$ cat config.mk
export PLATFORM = sky130hd
export DESIGN_NAME = udma_i2c_cmd_seq
export DESIGN_NICKNAME = d
export VERILOG_FILES = /design/src/rtl/udma_i2c_cmd_seq.sv
export SDC_FILE = /design/constraint.sdc
export NUM_CORES = 1
export LEC_CHECK = 0
export CORE_ASPECT_RATIO = 0.7
export CORE_UTILIZATION = 47
export DETAILED_ROUTE_END_ITERATION = 10
export PLACE_DENSITY_LB_ADDON = 0.1
export SYNTH_ARGS = -nofsm -noshare
export SYNTH_HDL_FRONTEND = slang
export SYNTH_SLANG_ARGS = --single-unit
$ cat constraint.sdc
create_clock -name clk_i -period 3.5 [get_ports clk_i]
set_clock_uncertainty 0.2 [all_clocks]
set_input_delay 0.875 -clock clk_i [delete_from_list [all_inputs] [get_ports clk_i]]
set_output_delay 0.875 -clock clk_i [all_outputs]
set_load 0.01 [all_outputs]
$ cat src/rtl/udma_i2c_cmd_seq.sv
// rtl/udma_i2c_cmd_seq.sv - uDMA I2C command sequencer driving a bit-level bus controller
// Purpose: pops 32-bit commands ([31:28] opcode, [27:0] arg) and turns them into
//   START/STOP/RDBIT/WRBIT/WAIT requests for an external bit-level controller,
//   moving bytes between the uDMA tx/rx streams and the bus.
// Optional feature macro: I2C_CMD_SEQ_TIMEOUT_EN (bus-done watchdog, parameter TIMEOUT_CYC).
// Ports:
//   clk_i, rstn_i (sync, active-low), sw_rst_i (soft reset, drains tx/rx while high)
//   ext_events_i                          event pulses for WAIT_EV
//   udma_cmd_i/_valid_i/_ready_o          command channel
//   data_tx_i/_valid_i/_ready_o           tx bytes to be written on the bus
//   data_rx_o/_valid_o/_ready_i           rx bytes read from the bus
//   bus_cmd_o/_valid_o, bus_din_o         request to controller (one-cycle pulse)
//   bus_cmd_done_i, bus_dout_i, bus_al_i  controller status
//   clk_div_o                             divider for controller
//   eot_o, nack_o, err_o                  status pulses
module udma_i2c_cmd_seq #(
  parameter int NUM_EVENTS = 4,
  parameter int DIV_W      = 16,
  parameter int RPT_W      = 16
`ifdef I2C_CMD_SEQ_TIMEOUT_EN
  ,
  parameter int TIMEOUT_CYC = 65536
`endif
) (
  input  logic                  clk_i,
  input  logic                  rstn_i,
  input  logic                  sw_rst_i,
  input  logic [NUM_EVENTS-1:0] ext_events_i,
  input  logic [31:0]           udma_cmd_i,
  input  logic                  udma_cmd_valid_i,
  output logic                  udma_cmd_ready_o,
  input  logic [7:0]            data_tx_i,
  input  logic                  data_tx_valid_i,
  output logic                  data_tx_ready_o,
  output logic [7:0]            data_rx_o,
  output logic                  data_rx_valid_o,
  input  logic                  data_rx_ready_i,
  output logic [2:0]            bus_cmd_o,
  output logic                  bus_cmd_valid_o,
  input  logic                  bus_cmd_done_i,
  output logic                  bus_din_o,
  input  logic                  bus_dout_i,
  input  logic                  bus_al_i,
  output logic [DIV_W-1:0]      clk_div_o,
  output logic                  eot_o,
  output logic                  nack_o,
  output logic                  err_o
);

  localparam int EV_W = (NUM_EVENTS > 1) ? $clog2(NUM_EVENTS) : 1;

  localparam logic [3:0] OP_START = 4'h0, OP_STOP = 4'h2, OP_RD_ACK = 4'h4, OP_RD_NACK = 4'h6,
                         OP_WR = 4'h8, OP_WAIT = 4'hA, OP_RPT = 4'hC, OP_CFG = 4'hE,
                         OP_WAIT_EV = 4'h1, OP_WRB = 4'h7, OP_EOT = 4'h9;

  localparam logic [2:0] BUS_NONE = 3'd0, BUS_START = 3'd1, BUS_STOP = 3'd2,
                         BUS_RDBIT = 3'd3, BUS_WRBIT = 3'd4, BUS_WAIT = 3'd5;

  typedef enum logic [2:0] {
    S_IDLE, S_CMD_DONE, S_WAIT_EV, S_READ, S_STORE, S_GET_DATA, S_WRITE, S_DRAIN
  } state_t;

  state_t            state_q, state_d;
  logic [7:0]        bits_q, bits_d;
  logic [RPT_W-1:0]  rpt_q, rpt_d;
  logic [7:0]        data_q, data_d;
  logic              mack_q, mack_d;
  logic              ack_chk_q, ack_chk_d;
  logic [EV_W-1:0]   ev_sel_q, ev_sel_d;
  logic [DIV_W-1:0]  clk_div_q, clk_div_d;
  logic              al_q;

  logic [3:0]            opcode;
  logic [RPT_W-1:0]      rpt_arg;
  logic [(1<<EV_W)-1:0]  ev_pad;
  logic                  ev_hit;
  logic                  unused_cmd_bits;

  assign opcode          = udma_cmd_i[31:28];
  assign rpt_arg         = udma_cmd_i[RPT_W-1:0];
  assign data_rx_o       = data_q;
  assign clk_div_o       = clk_div_q;
  assign unused_cmd_bits = ^udma_cmd_i;

  // Selects beyond NUM_EVENTS read a zero-padded slot, so they never fire.
  always_comb begin
    ev_pad                 = '0;
    ev_pad[NUM_EVENTS-1:0] = ext_events_i;
    ev_hit                 = ev_pad[ev_sel_q];
  end

`ifdef I2C_CMD_SEQ_TIMEOUT_EN
  localparam int TMO_W = $clog2(TIMEOUT_CYC + 1);
  logic [TMO_W-1:0] tmo_cnt_q;
  logic             tmo_wait;
  logic             tmo_fire;
  assign tmo_wait = (state_q == S_CMD_DONE) || (state_q == S_READ) || (state_q == S_WRITE);
`endif

  always_comb begin
    state_d = state_q;  bits_d = bits_q;  rpt_d = rpt_q;  data_d = data_q;
    mack_d = mack_q;  ack_chk_d = ack_chk_q;  ev_sel_d = ev_sel_q;  clk_div_d = clk_div_q;
    udma_cmd_ready_o = 1'b0;  data_tx_ready_o = 1'b0;  data_rx_valid_o = 1'b0;
    bus_cmd_o = BUS_NONE;  bus_cmd_valid_o = 1'b0;  bus_din_o = 1'b0;
    eot_o = 1'b0;  nack_o = 1'b0;
    err_o = bus_al_i & ~al_q;

    case (state_q)
      S_IDLE: begin
        udma_cmd_ready_o = 1'b1;
        if (udma_cmd_valid_i) begin
          case (opcode)
            OP_START, OP_STOP: begin
              bus_cmd_valid_o = 1'b1;
              bus_cmd_o = (opcode == OP_START) ? BUS_START : BUS_STOP;
              bits_d = 8'd0;  state_d = S_CMD_DONE;
            end
            OP_WAIT: begin
              bus_cmd_valid_o = 1'b1;  bus_cmd_o = BUS_WAIT;
              bits_d = udma_cmd_i[7:0];  state_d = S_CMD_DONE;
            end
            OP_EOT: eot_o = 1'b1;
            OP_WAIT_EV: begin
              ev_sel_d = udma_cmd_i[24 +: EV_W];
              bits_d = udma_cmd_i[7:0];  state_d = S_WAIT_EV;
            end
            OP_RD_ACK, OP_RD_NACK: begin
              bus_cmd_valid_o = 1'b1;  bus_cmd_o = BUS_RDBIT;
              mack_d = (opcode == OP_RD_NACK);
              bits_d = 8'd8;  state_d = S_READ;
            end
            OP_WR: state_d = S_GET_DATA;
            OP_WRB: begin
              bus_cmd_valid_o = 1'b1;  bus_cmd_o = BUS_WRBIT;  bus_din_o = udma_cmd_i[7];
              data_d = udma_cmd_i[7:0];  bits_d = 8'd8;  state_d = S_WRITE;
            end
            OP_RPT: begin
              // rpt holds extra iterations; a zero count instead swallows one tx byte.
              if (rpt_arg == '0) begin
                rpt_d = '0;  state_d = S_DRAIN;
              end else begin
                rpt_d = rpt_arg - RPT_W'(1);
              end
            end
            OP_CFG: begin
              clk_div_d = udma_cmd_i[DIV_W-1:0];
              ack_chk_d = udma_cmd_i[27];
            end
            default: ;
          endcase
        end
      end
      S_CMD_DONE: begin
        if (bus_cmd_done_i) begin
          if (bits_q == 8'd0) begin
            state_d = S_IDLE;
          end else begin
            bus_cmd_valid_o = 1'b1;  bus_cmd_o = BUS_WAIT;  bits_d = bits_q - 8'd1;
          end
        end
      end
      S_WAIT_EV: begin
        if (ev_hit) begin
          if (bits_q == 8'd0) state_d = S_IDLE;
          else                bits_d  = bits_q - 8'd1;
        end
      end
      S_READ: begin
        // bits counts data bits still in flight; 0 means the master ACK slot just finished.
        if (bus_cmd_done_i) begin
          if (bits_q != 8'd0) data_d = {data_q[6:0], bus_dout_i};
          if (bits_q > 8'd1) begin
            bus_cmd_valid_o = 1'b1;  bus_cmd_o = BUS_RDBIT;  bits_d = bits_q - 8'd1;
          end else if (bits_q == 8'd1) begin
            bus_cmd_valid_o = 1'b1;  bus_cmd_o = BUS_WRBIT;  bus_din_o = mack_q;  bits_d = 8'd0;
          end else begin
            state_d = S_STORE;
          end
        end
      end
      S_STORE: begin
        data_rx_valid_o = 1'b1;
        if (data_rx_ready_i) begin
          if (rpt_q == '0) begin
            state_d = S_IDLE;
          end else begin
            rpt_d = rpt_q - RPT_W'(1);
            bus_cmd_valid_o = 1'b1;  bus_cmd_o = BUS_RDBIT;
            bits_d = 8'd8;  state_d = S_READ;
          end
        end
      end
      S_GET_DATA: begin
        data_tx_ready_o = 1'b1;
        if (data_tx_valid_i) begin
          data_d = data_tx_i;
          bus_cmd_valid_o = 1'b1;  bus_cmd_o = BUS_WRBIT;  bus_din_o = data_tx_i[7];
          bits_d = 8'd8;  state_d = S_WRITE;
        end
      end
      S_WRITE: begin
        if (bus_cmd_done_i) begin
          if (bits_q > 8'd1) begin
            data_d = {data_q[6:0], 1'b0};
            bus_cmd_valid_o = 1'b1;  bus_cmd_o = BUS_WRBIT;  bus_din_o = data_q[6];
            bits_d = bits_q - 8'd1;
          end else if (bits_q == 8'd1) begin
            bus_cmd_valid_o = 1'b1;  bus_cmd_o = BUS_RDBIT;  bits_d = 8'd0;
          end else begin
            nack_o = bus_dout_i;
            if (ack_chk_q && bus_dout_i) begin
              rpt_d = '0;  state_d = S_IDLE;
            end else if (rpt_q != '0) begin
              rpt_d = rpt_q - RPT_W'(1);  state_d = S_GET_DATA;
            end else begin
              state_d = S_IDLE;
            end
          end
        end
      end
      S_DRAIN: begin
        data_tx_ready_o = 1'b1;
        if (data_tx_valid_i) state_d = S_IDLE;
      end
      default: state_d = S_IDLE;
    endcase

`ifdef I2C_CMD_SEQ_TIMEOUT_EN
    // Watchdog: a controller that never answers is closed out with a STOP.
    tmo_fire = 1'b0;
    if (tmo_wait && !bus_cmd_done_i && (tmo_cnt_q == TMO_W'(TIMEOUT_CYC - 1))) begin
      tmo_fire = 1'b1;
      bus_cmd_valid_o = 1'b1;  bus_cmd_o = BUS_STOP;  bus_din_o = 1'b0;
      rpt_d = '0;  bits_d = 8'd0;  state_d = S_CMD_DONE;
    end
    err_o = err_o | tmo_fire;
`endif

    // Soft reset drains both streams so upstream/downstream never stall on us.
    if (sw_rst_i) begin
      data_tx_ready_o = 1'b1;
      data_rx_valid_o = 1'b1;
    end
    if (!rstn_i || sw_rst_i) begin
      udma_cmd_ready_o = 1'b0;  bus_cmd_valid_o = 1'b0;  bus_cmd_o = BUS_NONE;
      eot_o = 1'b0;  nack_o = 1'b0;  err_o = 1'b0;
    end
  end

  always_ff @(posedge clk_i) begin
    if (!rstn_i || sw_rst_i) begin
      state_q   <= S_IDLE;
      bits_q    <= '0;
      rpt_q     <= '0;
      data_q    <= '0;
      mack_q    <= 1'b0;
      ack_chk_q <= 1'b0;
      ev_sel_q  <= '0;
      clk_div_q <= DIV_W'('h100);
      al_q      <= 1'b0;
    end else begin
      state_q   <= state_d;
      bits_q    <= bits_d;
      rpt_q     <= rpt_d;
      data_q    <= data_d;
      mack_q    <= mack_d;
      ack_chk_q <= ack_chk_d;
      ev_sel_q  <= ev_sel_d;
      clk_div_q <= clk_div_d;
      al_q      <= bus_al_i;
    end
  end

`ifdef I2C_CMD_SEQ_TIMEOUT_EN
  always_ff @(posedge clk_i) begin
    if (!rstn_i || sw_rst_i || bus_cmd_valid_o || !tmo_wait) tmo_cnt_q <= '0;
    else if (!bus_cmd_done_i)                                tmo_cnt_q <= tmo_cnt_q + TMO_W'(1);
  end
`endif

endmodule

# Yosys cells after proc, flatten, opt, wreduce, memory -nomap -nowiden
# Index checks and enable logic that the tools add are counted.
[classes]
add_sub_neg = 3
n_lt_le_gt_ge = 2
n_eq_ne = 41
muxes = 104
bitwise = 2
n_reduce_logical = 28
[ops]
columns = ["operator", "n"]
rows = [
  ["2-to-1 mux 16 bit", 10],
  ["2-to-1 mux 8 bit", 17],
  ["2-to-1 mux 3 bit", 26],
  ["one-hot mux 16 bit (3 select lines)", 1],
  ["one-hot mux 8 bit (6 select lines)", 1],
  ["2-to-1 mux 1 bit", 36],
  ["one-hot mux 3 bit (6 select lines)", 2],
  ["zero test 16 bit", 2],
  ["one-hot mux 8 bit (4 select lines)", 1],
  ["subtractor 16 x 1 -> 16 bit, second input constant", 2],
  ["!= test 2 bit, second input constant", 15],
  ["one-hot mux 3 bit (8 select lines)", 1],
  ["one-hot mux 8 bit (3 select lines)", 1],
  ["== test 4 bit, second input constant", 5],
  ["nonzero test 16 bit", 1],
  ["AND reduction 14 bit", 1],
  ["== test 3 bit, second input constant", 4],
  ["== test 4 x 3 -> 1 bit, second input constant", 3],
  ["one-hot mux 3 bit (4 select lines)", 1],
  ["AND reduction 10 bit", 1],
  ["OR reduction 2 bit", 5],
  ["AND reduction 3 bit", 3],
  ["AND reduction 9 bit", 1],
  ["== test 8 x 1 -> 1 bit, second input constant", 1],
  ["other kinds (31)", 39],
]
[totals]
regBits = 56
in_bits = 53
output_inout_bits = 35
wordCells = 189

# Longest topological paths before layout
[logic_depth]
ltp_word = 7
depth_mapped = 10
depth_no_buf = 8

# Worst setup path after synthesis
# OpenSTA, ideal clock, no wires.
[synth_path]
path_kind = "input port to output port"
from = "in udma_cmd_i[29]"
to = "out bus_cmd_valid_o"
arrival_ps = 1995
required_ps = 2425
slack_ps = 430
path_stages = 7
path_buffers = 2
path_cell_list = "clkbuf_1 > buf_1 > o21ai_0 > o21a_1 > o21ai_0 > nor3_1 > nor2_1"
[synth_between]
elab_chain_len = 6
elab_cells_between_ends = 11
cone_classes = "5 x eq/ne; 4 x mux; 2 x reduce/logical"
[synth_rtl]
columns = ["item", "line_no", "rtl"]
rows = [
  ["from (decl)", "29", "input logic [31:0] udma_cmd_i,"],
  ["== test 4 x 3 -> 1 bit, or another cell as far along", "112", "case (opcode)"],
  ["OR reduction 6 bit (no line) (*)", "-", ""],
  ["2-to-1 mux 1 bit (*)", "112", ""],
  ["2-to-1 mux 1 bit (*)", "111", "if (udma_cmd_valid_i) begin"],
  ["one-hot mux 1 bit (5 select lines) (*)", "108", "case (state_q)"],
  ["2-to-1 mux 1 bit (*)", "244", "if (!rstn_i || sw_rst_i) begin"],
  ["to (decl)", "39", "output logic bus_cmd_valid_o,"],
]
# Mark *: on every way between the ends. The rest lies on a longest branch, timed or not.

# Worst setup path in the final report
[layout_path]
from = "reg bits_q[0]"
to = "out bus_cmd_o[0]"
[layout_between]
elab_chain_len = 6
elab_cells_between_ends = 12
cone_classes = "1 x order compare; 1 x eq/ne; 9 x mux; 1 x reduce/logical"
[layout_rtl]
columns = ["item", "line_no", "rtl"]
rows = [
  ["from (decl)", "64", "logic [7:0] bits_q, bits_d;"],
  ["from (signal assigned)", "263", "bits_q <= bits_d;"],
  ["parallel branches: the longest is 4 deep, another holds greater-than comparator 8 x 1 -> 1 bit", "-", ""],
  ["one-hot mux 3 bit (6 select lines) (*)", "108", ""],
  ["2-to-1 mux 3 bit (*)", "244", ""],
  ["to (decl)", "38", "output logic [2:0] bus_cmd_o,"],
]
# Mark *: on every way between the ends.

==> results.json <==
{
  "detail_route.wl_per_cell_um": 18.7,
  "fin_nets": 720,
  "initial_core_util": 0.494,
  "cp.required_ns": 2.42,
  "synth_compound_area_frac": 0.282,
  "synth_area_leaders": "dfxtp_1 26%, nor2_1 5.8%, mux2i_1 5.0%",
  "regArea_mm2": 0.00112,
  "post_synth_instance_area_mm2": 0.00424,
  "hold_violations": 0,
  "setup_viol_count_final": 0,
  "p_per_area_mw_per_mm2": 289,
  "synthAdderAreaFrac": 0.0177,
  "arrival_ns": 2.33,
  "overflow": 0,
  "rsz0062_at_grt": "no",
  "wl_mm": 14.6,
  "cts_buffer_depth": 2,
  "fin_crit_sh": 0.973,
  "wl_met2_mm": 5.62,
  "fillers": 760,
  "ys_seq_area_frac": 0.265,
  "tightest_slew_ns": 0.553,
  "path_class": "flip-flop to primary output",
  "synth_top_family_by_area": "compound AO/OA/AOI/OAI gates",
  "io_pins": 88,
  "end_kind": "primary output",
  "dr_wl_met3_mm": 1.69,
  "grt_max_degree": 49,
  "cts_buffers": 5,
  "diodes": 0,
  "slew_headroom": 0.629,
  "ant_nets": 0,
  "finalSetupTns_ns": 0,
  "fmaxAchievable_ghz": 0.294,
  "clk_latency_ns": 0.30,
  "path_common_cell": "a21oi_1",
  "syn_avg_cell_area_um2": 7.72,
  "path_buf_inv": 2,
  "async_reset_ff_frac": 0,
  "drv_cap": 0,
  "h-tree-depth": 2,
  "grt_util_all_layers": 0.318,
  "drc": 0,
  "vias": 4737,
  "cts_root_buffer": "clkbuf_16",
  "numPortBuffers": 78,
  "path_cells": "inv_1, ha_1, or3b_2, o21ai_4, nor3_1, a21oi_1, a21oi_1, dlygate4sd2_1",
  "die_x_um": 115,
  "synth_top_cell_by_area": "dfxtp_1",
  "status": "finished clean",
  "postSynthCellCount": 549,
  "cts_tree": "yes",
  "clk_pin_slew_ns": 0.08,
  "critical_path.top_delay_family": "simple AND/OR/NAND/NOR gates",
  "critPathMaxFanout": 5,
  "drt_iter0_drc": 554,
  "synthSimpleGateAreaFrac": 0.271,
  "grt_pass1_wl_mm": 22.6,
  "synth_nets": 608,
  "cts_sinks": 56,
  "worstHoldPathType": "flip-flop to flip-flop",
  "die_area_mm2": 0.00940,
  "muxShareOfSynthArea": 0.0762,
  "multi_input_area_mm2": 0.00296,
  "dp_hpwl_mm": 11.1,
  "cp-start-kind": "flip-flop",
  "synth_xor_area_frac": 0.0372,
  "synth_edf_count": 0,
  "leakagePower_nw": 2.09,
  "slew_violations": 0,
  "layout_min_cycle_time_ns": 3.41,
  "slowest_delay_ns": 0.50,
  "die_h_um": 81.4,
  "dr.pass1.iters": 5,
  "yosys_warnings": 0,
  "peakVddDrop_mv": 0.182,
  "r2r_setup_slack_ns": 0.56,
  "topRoutingLayerUsed": "met4",
  "ys.flop_type": "dfxtp_1",
  "slowest_stage": "or3b_2",
  "synth_common_cells": "65 x nor2_1, 56 x dfxtp_1, 55 x nand2_1, 39 x a21oi_1, 37 x o21ai_0",
  "syn_to_final_growth_pct": 34.4,
  "num_rows": 28,
  "synth_top_cell_area_share": 0.265,
  "wl_met1_mm": 7.07,
  "first_global_vias": 4210,
  "antenna_found_initial": 0,
  "core_region_area_mm2": 0.00858,
  "synth_cell_types": 74,
  "synth_most_common_cell": "nor2_1",
  "layout-drive-gt1-share": 0.181,
  "fin_hold_ws_ns": 0.288,
  "synth_seq_cells": 56,
  "total_power_w": 0.00165,
  "viasPerCell": 6.06,
  "routabilityCongestion": 0.937
}
layout by cell type, fill, tap and decap left out, drive strengths merged, types with 7 or more instances in the layout:
cell type | Yosys | final
nor2b | 9 | 9
o31ai | 10 | 10
xor2 | 8 | 8
a211oi | 7 | 7
inv | 11 | 12
xnor2 | 10 | 10
clkdlybuf4s50 | 0 | 67
o211ai | 8 | 8
dlygate4sd2 | 0 | 8
a22oi | 9 | 9
a22o | 8 | 8
o22ai | 8 | 8
nand3 | 14 | 14
a32o | 8 | 8
nor2 | 67 | 67
nor4 | 14 | 14
nor3 | 14 | 14
a21oi | 39 | 39
nand2 | 55 | 55
mux2i | 21 | 21
o21ai | 41 | 41
mux2 | 8 | 8
dfxtp | 56 | 56
buf | 16 | 67
final timing paths:
kind / to / startpoint / cells past startpoint
worst min register to register: data_rx_o[7] / data_rx_o[7] / 2
worst min-delay path: data_rx_o[7] / data_rx_o[7] / 2
worst max register to register: bits_q[0] / state_q[1] / 7
worst max-delay path: bus_cmd_o[0] / bits_q[0] / 8
power breakdown:
group          internal [W]  total (W)  leakage, nW  switching (W)
sequential         0.000645   0.000659        0.452      0.0000135
clock              0.000268   0.000523       0.0702       0.000255
combinational      0.000209   0.000466         1.57       0.000257
per-stage QoR:
stage	utilization	setup WS, ns	area, um2	std cells
3_3_place_gp	0.640	-0.321	5490	773
3_5_place_dp	0.640	-0.348	5490	773
5_1_grt	0.664	0.00430	5700	782
4_1_cts	0.659	-0.0473	5660	781
6_report	0.664	0.0949	5700	782
2_1_floorplan	-	0.430	4240	549
metal layers:
metal / GRT usage / vias up
li1: - / 2267
met1: 0.489 / 2176
met2: 0.434 / 273
met3: 0.0841 / 21
met4: 0.0636 / 0
met5: 0 / -
state kept, by name, summed over array words and instances (netlist names):
name       cells
ack_chk_q      1
al_q           1
bits_q         8
clk_div_o     16
data_rx_o      8
ev_sel_q       2
mack_q         1
rpt_q         16
state_q        3
worst reg2reg max path, delay by kind of cell, from the launching register on:
family                 cells  cell delay (ns)
AOI/OAI and AO/OA          4             1.06
buffers and inverters      1             0.33
and+or+nand+nor            2             0.63
DFF                        1             0.58
cells by family after synthesis:
group,Yosys count
adder cells (fa/ha/maj),6
flip-flops,56
buffers and inverters,51
XOR/XNOR,18
AO/OA/AOI/OAI,173
AND/OR/NAND/NOR,215
multiplexers,30
layout make-up:
class / count / area share
Clock inverter: 3 / 0.00373
Inverter: 12 / 0.00791
Clock buffer: 5 / 0.0220
Sequential cell: 56 / 0.197
Timing Repair Buffer: 144 / 0.223
Tap cell: 120 / 0.0264
Multi-Input combinational cell: 442 / 0.520
timing repair:
action                     4_1_cts  5_1_grt
pin swaps                        1        2
setup endpoints to repair        8        6
buffers inserted                 0        1
hold buffers                     0        0
gates resized for setup         18       10
gates cloned                     0        0
(Power assumes the default switching activity.)
==> RTL change, RTL diff (same flow settings) <==
The 8 states of `state_t` get a Gray code encoding in 3 bits.
--- a/src/rtl/udma_i2c_cmd_seq.sv
+++ b/src/rtl/udma_i2c_cmd_seq.sv
@@ -59,3 +59,3 @@
   typedef enum logic [2:0] {
-    S_IDLE, S_CMD_DONE, S_WAIT_EV, S_READ, S_STORE, S_GET_DATA, S_WRITE, S_DRAIN
+    S_IDLE = 3'b000, S_CMD_DONE = 3'b001, S_WAIT_EV = 3'b011, S_READ = 3'b010, S_STORE = 3'b110, S_GET_DATA = 3'b111, S_WRITE = 3'b101, S_DRAIN = 3'b100
   } state_t;
Behaviour: no difference found for any inputs over 4 cycles, from zero or initial values; so few cycles prove little.
==> RTL change against the unedited design <==
  * Cell area increased by 4.2%
  * Maximum frequency decreased by 2.1%
  * Die area is 2.2% higher
  * Power is 3.2% higher
  * Largest cell class unchanged
  * Routed wire length up 6.5%
  * Sequential cell count stayed put
  * Synthesized area rose by 2.2%
  * Sequential power about the same
  * Global-route usage up 0.98 points
  * Worst setup slack got worse by 0.073 ns
  * Register-to-register slack worse by 0.09 ns
  * Combinational power is 6.9% higher
==> RTL change: results (changes against the unedited design) <==
\begin{tabular}{lr}
\hline
Metric & Value \\
\hline
\multicolumn{2}{l}{\textbf{Power and ir drop}} \\
Maximum ir drop on the vdd rail & 0.000202 V (+11\%) \\
Static Leakage & 2.19 nW (+4.6\%) \\
\multicolumn{2}{l}{\textbf{Global routing}} \\
Met1 usage & 48.3\% (-0.62 points) \\
Wire length of the first global-routing pass & 23.8 mm (+5.2\%) \\
Global-route usage over all layers & 32.8\% (+0.98 points) \\
Number of global-route vias before repair & 4464 (+6.0\%) \\
Largest net degree at the start of global routing & 44 (-10\%) \\
Met2 Resource Use GR & 49.5\% (+6.1 points) \\
\multicolumn{2}{l}{\textbf{Outcome}} \\
Result of the run & finished clean \\
\multicolumn{2}{l}{\textbf{Place}} \\
Hpwl dp & 11.7 mm (+6.0\%) \\
Cells after DPL & 786 (+1.7\%) \\
Cell area after placement & 5750 sq um (+4.7\%) \\
Final Wtd Congestion & 0.921 (-1.6\%) \\
\multicolumn{2}{l}{\textbf{Critical path}} \\
Largest fanout on the critical path & 10 (+5) \\
Worst Path Arrival & 2.40 ns (+0.07 ns) \\
\multicolumn{2}{l}{\textbf{Synth}} \\
Most numerous cell types in the synthesized netlist & 58 x sky130\_fd\_sc\_hd\_\_nor2\_1, 56 x sky130\_fd\_sc\_hd\_\_dfxtp\_1, 33 x sky130\_fd\_sc\_hd\_\_nand2\_1, 32 x sky130\_fd\_sc\_hd\_\_mux2i\_1, 30 x sky130\_fd\_sc\_hd\_\_clkbuf\_1 \\
Distinct cell type count of the synthesized netlist & 78 (+5.4\%) \\
Average cell area after synthesis & 7.92 sq um (+2.6\%) \\
Mapped Nets & 609 (+0.16\%) \\
\multicolumn{2}{l}{\textbf{Cells and area}} \\
Layout cells sized above 1 & 18.9\% (+0.81 points) \\
Core Util, Final & 68.3\% (+2.0 points) \\
Filler cell count & 783 (+3.0\%) \\
Number of nets in the layout & 737 (+2.4\%) \\
\multicolumn{2}{l}{\textbf{Routing}} \\
DRC marker count from the first detailed-route iteration & 502 (-9.4\%) \\
\multicolumn{2}{l}{\textbf{Timing}} \\
Relative slew margins & 40.1\% (-23 points) \\
\hline
\end{tabular}
## RTL change: cell types whose count changed in the layout (fill, tap and decap cells not counted), moves of 8 or more
cell,before,now
sky130_fd_sc_hd__a21oi_1,39,26
sky130_fd_sc_hd__nand2_1,55,33
sky130_fd_sc_hd__buf_4,65,84
sky130_fd_sc_hd__o21ai_0,36,9
sky130_fd_sc_hd__mux2_2,8,0
sky130_fd_sc_hd__or3_1,3,14
sky130_fd_sc_hd__mux2i_1,21,32
## RTL change: timing repair
item / 4_1_cts / 5_1_grt
gates cloned: 0 / 0
pin swaps: 1 / 3
setup endpoints to repair: 9 / 3
gates resized for setup: 26 / 5
buffers inserted: 1 / 1
## RTL change: where the power goes
| part | internal, W | leakage (nW) | switching, W | total (W) |
|---|---|---|---|---|
| sequential | 0.000647 | 0.452 | 0.0000121 | 0.000659 |
| combinational | 0.000232 | 1.66 | 0.000265 | 0.000498 |
| clock | 0.000273 | 0.0719 | 0.000271 | 0.000544 |
| total | 0.00115 | 2.19 | 0.000548 | 0.00170 |
## RTL change: final cells by class
type	count	area share, %
Clock inverter	3	0.464
Multi-Input combinational cell	431	50.6
Tap cell	120	2.53
Inverter	16	1.01
Clock buffer	5	2.11
Sequential cell	56	18.9
Timing Repair Buffer	165	24.4
## RTL change: kinds of logic after synthesis
kind of cell	synth area share, %
and+or+nand+nor	26.8
adders and majority gates	2.60
xor gates and xnor gates	3.44
buffers and inverters	5.87
AOI/OAI and AO/OA	28.0
DFF	25.9
muxes	7.40
## RTL change: worst paths after layout
kind	start	endpoint	slack, ns	cells after the start
worst max-delay path	state_q[2]	bus_cmd_o[0]	0.02	6
worst min-delay path	data_rx_o[7]	data_rx_o[7]	0.26	2
worst max register to register	state_q[2]	bits_q[0]	0.47	9
worst min register to register	data_rx_o[7]	data_rx_o[7]	0.26	2
